`src/rtl/elem_condneg_seq.sv`:
```
// Purpose : element-wise conditional negate over a ROWS x COLS matrix, LANES elements per cycle.
// Latency : start accepted at edge T -> busy T+1..T+C, done pulse after edge T+C (C = ceil(N/LANES)).
// Backpr. : none; start is ignored outside IDLE, abort cancels a RUN with no done pulse.
//
// Ports: clk, reset (async, active-high), start, abort, a/cond (matrices latched on start;
//        only each cond element's MSB is used), busy (RUN), done (one-cycle pulse), f (registered result).
// Optional: define ELEM_CONDNEG_SAT_EN to saturate negation of the most-negative value to
//           the most-positive value instead of wrapping.
module elem_condneg_seq #(
    parameter int ROWS  = 1,
    parameter int COLS  = 1,
    parameter int WIDTH = 16,
    parameter int LANES = 1
) (
    input  logic                               clk,
    input  logic                               reset,
    input  logic                               start,
    input  logic                               abort,
    input  logic [ROWS:1][COLS:1][WIDTH-1:0]   a,
    input  logic [ROWS:1][COLS:1][WIDTH-1:0]   cond,
    output logic                               busy,
    output logic                               done,
    output logic [ROWS:1][COLS:1][WIDTH-1:0]   f
);

    localparam int N    = ROWS * COLS;
    // idx never exceeds the start of the last chunk, so idx + LANES fits in IDXW bits
    localparam int IDXW = $clog2(N + LANES + 1);
    localparam logic [IDXW-1:0]  N_I      = IDXW'(N);
    localparam logic [IDXW-1:0]  LANES_I  = IDXW'(LANES);
    localparam logic [WIDTH-1:0] MOST_NEG = WIDTH'(1) << (WIDTH - 1);
    localparam logic [WIDTH-1:0] MOST_POS = ~MOST_NEG;

    typedef enum logic [1:0] {S_IDLE, S_RUN, S_DONE} state_t;

    state_t                         state;
    state_t                         state_nxt;
    logic [IDXW-1:0]                idx;
    logic [N*WIDTH-1:0]             a_q;
    logic [N-1:0]                   neg_q;
    logic [N*WIDTH-1:0]             f_q;
    logic [N*WIDTH-1:0]             cond_flat;
    logic                           last_chunk;
    logic [LANES-1:0][IDXW-1:0]     lane_k;
    logic [LANES-1:0]               lane_vld;
    logic [LANES-1:0][WIDTH-1:0]    lane_a;
    logic [LANES-1:0]               lane_neg;
    logic [LANES-1:0][WIDTH-1:0]    lane_res;

    // Element k of a packed [ROWS:1][COLS:1] matrix sits at bits k*WIDTH +: WIDTH.
    assign cond_flat  = cond;
    assign f          = f_q;
    assign last_chunk = (idx + LANES_I) >= N_I;

    function automatic logic [WIDTH-1:0] condneg(input logic [WIDTH-1:0] x, input logic neg);
        logic [WIDTH-1:0] r;
        r = x;
        if (neg) begin
`ifdef ELEM_CONDNEG_SAT_EN
            if (x == MOST_NEG)
                r = MOST_POS;
            else
                r = ~x + WIDTH'(1);
`else
            r = ~x + WIDTH'(1);
`endif
        end
        return r;
    endfunction

    // Shared lane datapaths: each lane selects its element by shifting the latched operands.
    always_comb begin
        for (int l = 0; l < LANES; l++) begin
            lane_k[l]   = idx + IDXW'(l);
            lane_vld[l] = lane_k[l] < N_I;
            lane_a[l]   = WIDTH'(a_q >> (int'(lane_k[l]) * WIDTH));
            lane_neg[l] = 1'(neg_q >> lane_k[l]);
            lane_res[l] = '0;
            if (lane_vld[l])
                lane_res[l] = condneg(lane_a[l], lane_neg[l]);
        end
    end

    // State register
    always_ff @(posedge clk or posedge reset) begin
        if (reset)
            state <= S_IDLE;
        else
            state <= state_nxt;
    end

    // Next-state logic; start wins over abort in IDLE because abort is only looked at in RUN.
    always_comb begin
        state_nxt = state;
        case (state)
            S_IDLE:  if (start) state_nxt = S_RUN;
            S_RUN: begin
                if (abort)
                    state_nxt = S_IDLE;
                else if (last_chunk)
                    state_nxt = S_DONE;
            end
            S_DONE:  state_nxt = S_IDLE;
            default: state_nxt = S_IDLE;
        endcase
    end

    // Outputs decode straight from the state register
    always_comb begin
        busy = (state == S_RUN);
        done = (state == S_DONE);
    end

    // Operand latch, chunk index and result register
    always_ff @(posedge clk or posedge reset) begin
        if (reset) begin
            idx   <= '0;
            a_q   <= '0;
            neg_q <= '0;
            f_q   <= '0;
        end else begin
            if (state == S_IDLE && start) begin
                a_q <= a;
                for (int e = 0; e < N; e++)
                    neg_q[e] <= cond_flat[e*WIDTH + WIDTH - 1];
                idx <= '0;
            end
            if (state == S_RUN) begin
                // The chunk in flight is still written on the abort cycle.
                idx <= (abort || last_chunk) ? '0 : idx + LANES_I;
                for (int e = 0; e < N; e++)
                    for (int l = 0; l < LANES; l++)
                        if (lane_vld[l] && lane_k[l] == IDXW'(e))
                            f_q[e*WIDTH +: WIDTH] <= lane_res[l];
            end
        end
    end

endmodule

```
`config.mk`:
```
export PLATFORM = sky130hd
export DESIGN_NAME = elem_condneg_seq
export DESIGN_NICKNAME = d
export VERILOG_FILES = /design/src/rtl/elem_condneg_seq.sv
export SDC_FILE = /design/constraint.sdc
export NUM_CORES = 1
export LEC_CHECK = 0
export CORE_MARGIN = 1
export CORE_UTILIZATION = 29
export CTS_CLUSTER_DIAMETER = 50
export DETAILED_ROUTE_END_ITERATION = 8
export PLACE_DENSITY = 0.62
export RECOVER_POWER = 50
export SLEW_MARGIN = 20
export SYNTH_ARGS = -nofsm -noshare
export SYNTH_HDL_FRONTEND = slang
export SYNTH_SLANG_ARGS = --single-unit
```
`constraint.sdc`:
```
create_clock -name clk -period 2.1 [get_ports clk]
set_input_delay 0.21 -clock clk [delete_from_list [all_inputs] [get_ports clk]]
set_output_delay 0.21 -clock clk [all_outputs]
set_load 0.05 [all_outputs]
```
==> reports/results.ini <==
[sta]
slew_headroom_pct = 39.4
tightest_slew_ps = 909
skew_ps = 7.76
fin_crit_sh_pct = 94.8
fmax_mhz = 502
hold_violations = 0
period_minus_slack_ps = 1990
finalSetupViolCount = 0
drv_slew = 0
fin_tns_setup_ps = 0
rsz0062_at_grt = no

[power_and_ir_drop]
p_seq_share_pct = 37.0
pwr_density_cell_nw_per_um2 = 1160
comb_power_share_pct = 43.9
power_uw = 2820
p_clk_share_pct = 19.0
p_switching_uw = 1130
intPower_uw = 1690
peakVddDrop_mv = 0.398
swShare_pct = 40.1
p_leak_uw = 0.00106

[logic_synthesis]
yosysMostFrequentCell = dfrtp_1
netlist_top_cells_count = dfrtp_1, nand2_1, mux2_2
synth-edff-count = 0
syn_area_um2 = 1820
ys_seq_elements = 37
yosysWarningCount = 0
yosys.area.top_type = dfrtp_1
syn_inst = 161
netlist_top_cells_area = dfrtp_1, mux2_2, nand2_1
syn_nets = 201
synth_top_area_share_pct = 50.9
ys_types = 33
synth-seq-area-share_pct = 50.9
avgSynthCellArea_um2 = 11.3
ys_async_sr_fraction_pct = 100
synthFlopType = dfrtp_1

[finish]
num_antenna_cells = 0
drive_above_1_share_pct = 20.7
multiInputGateArea_um2 = 830
fin_nets = 252
seq_area_um2 = 926
syn2layout_area_growth_pct = 33.9
fillers = 593
final_core_util_pct = 40.7

[floorplanning]
core_um2 = 5990
die_height_um = 81.2
initial_utilization_pct = 30.4
io_pins = 54
rows = 28
die_w_um = 81.2
die-area_um2 = 6590

[cts]
cts.sinks = 37
clk_latency_ps = 290
tritoncts = done
cts_hold_repair.buffers = 0
cts_setup_buffers = 0
clk_pin_slew_ps = 70
cts.path.max_buffers = 2
cts_resized = 0
root_buffer = clkbuf_8
cts_buffers = 5
htree_levels = 2

[status]
status = complete, no violations

[global_route]
antenna_found_initial = 0
grt_max_degree = 38
grt.total_usage_pct = 12.7
grt_pass1_wl_um = 6190
grt_pass1_vias = 1313
grt_overflow = 0

[routing]
vias_per_cell = 4.59
routedWlPerCell_um = 12.6
drtIter0Drc = 84
vias = 1322
wl_um = 3630
drtAntennaViolNets = 0
drc = 0
first_pass_iters = 4

[worst_setup_path]
arrival_ps = 2160
critPathSlowestCell = or4_4
reg2regPathDepth = 5
worst_path_largest_cell_delay_ps = 550
crit_type = register to register
required_ps = 2270
path_cells = or4_4 -> or3_4 -> o31ai_1 -> xor2_1 -> o21ai_0
startpoint_type = register
crit_fanout = 4
end_kind = register

[worst_hold_path]
min_path_cells = 2
hold_class = register to register

[placed_design]
gp_congestion = 0.764
hpwl_um = 2800
port_buffers = 38

[job]
maxCapViolCount = 0

## flip-flops by register name, summed over array words and instances, names as in the netlist
name,flops
a_q,16
f,16
idx,2
neg_q,1
state,2
## layer usage
layer	global-route usage (%)	vias up	wire [µm]
met5	0	-	0
met4	5.89	0	90
met3	4.27	9	183
met2	18.8	32	1570
met1	16.7	615	1790
li1	-	666	-
## placed cells by master, fill, tap and decap left out, types with 2 or more instances in the layout
cell type,synthesis,routed
buf_4,0,10
or4_4,2,2
nand2_1,28,28
o31ai_1,10,10
mux2_2,17,17
xor2_1,10,10
nor2_1,2,2
inv_1,7,7
dfrtp_1,37,37
or3_4,2,2
o211ai_1,2,2
nor2b_1,2,2
clkdlybuf4s50_1,0,36
xnor2_1,4,4
o41ai_1,2,2
clkbuf_2,0,2
o21ai_0,10,10
ha_1,4,4
clkbuf_8,0,7
## path summary, 6_finish.rpt
check / start / end / slack (ps)
min in group asynchronous: reset / f[15]$_DFFE_PP0P_ / 640
max: a_q[3]$_DFFE_PP0P_ / f[11]$_DFFE_PP0P_ / 110
min: f[6]$_DFFE_PP0P_ / f[6]$_DFFE_PP0P_ / 470
min reg2reg: f[6]$_DFFE_PP0P_ / f[6]$_DFFE_PP0P_ / 470
max in group asynchronous: reset / a_q[7]$_DFFE_PP0P_ / 890
max reg2reg: a_q[3]$_DFFE_PP0P_ / f[11]$_DFFE_PP0P_ / 110
## kinds of logic (layout without fill, tap and decap cells)
kind of cell    after synthesis  count (layout)  synth area share, %
simple gates                 45              45                 12.9
compound gates               30              30                 12.1
xor+xnor                     14              14                 6.74
buf+inv                      13              65                 3.51
fa+ha+maj                     4               4                 2.75
flops                        37              37                 50.9
mux                          18              18                 11.1
## metrics by stage
stage	setup slack [ps]	area [µm²]	hold slack, ps	instances
2_1_floorplan	160	1820	283	161
3_3_place_gp	97.4	2350	463	280
3_5_place_dp	87.0	2350	466	280
4_1_cts	81.2	2450	349	288
5_1_grt	18.1	2440	497	288
6_report	109	2440	473	288
## power groups by stage
| stage | Clock [µW] | Combinational (µW) | Sequential [µW] |
|---|---|---|---|
| 2_1_floorplan | 0 | 380 | 1480 |
| 3_3_place_gp | 0 | 1250 | 1050 |
| 3_5_place_dp | 0 | 1250 | 1060 |
| 4_1_cts | 556 | 1260 | 1050 |
| 5_1_grt | 598 | 1320 | 1080 |
| 6_report | 536 | 1240 | 1040 |
## layout make-up
class	count	area share [%]
Timing Repair Buffer	50	18.8
Clock buffer	7	3.95
Clock inverter	1	0.205
Sequential cell	37	38.0
Tap cell	75	3.85
Inverter	7	1.08
Multi-Input combinational cell	111	34.1
## critical path, delay by kind of cell, from the launching register on
| family | cells | cell delay [ps] |
|---|---|---|
| AND/OR/NAND/NOR | 2 | 970 |
| flip-flops | 1 | 370 |
| AO/OA/AOI/OAI | 2 | 340 |
| XOR/XNOR | 1 | 190 |
(Power assumes the default switching activity.)
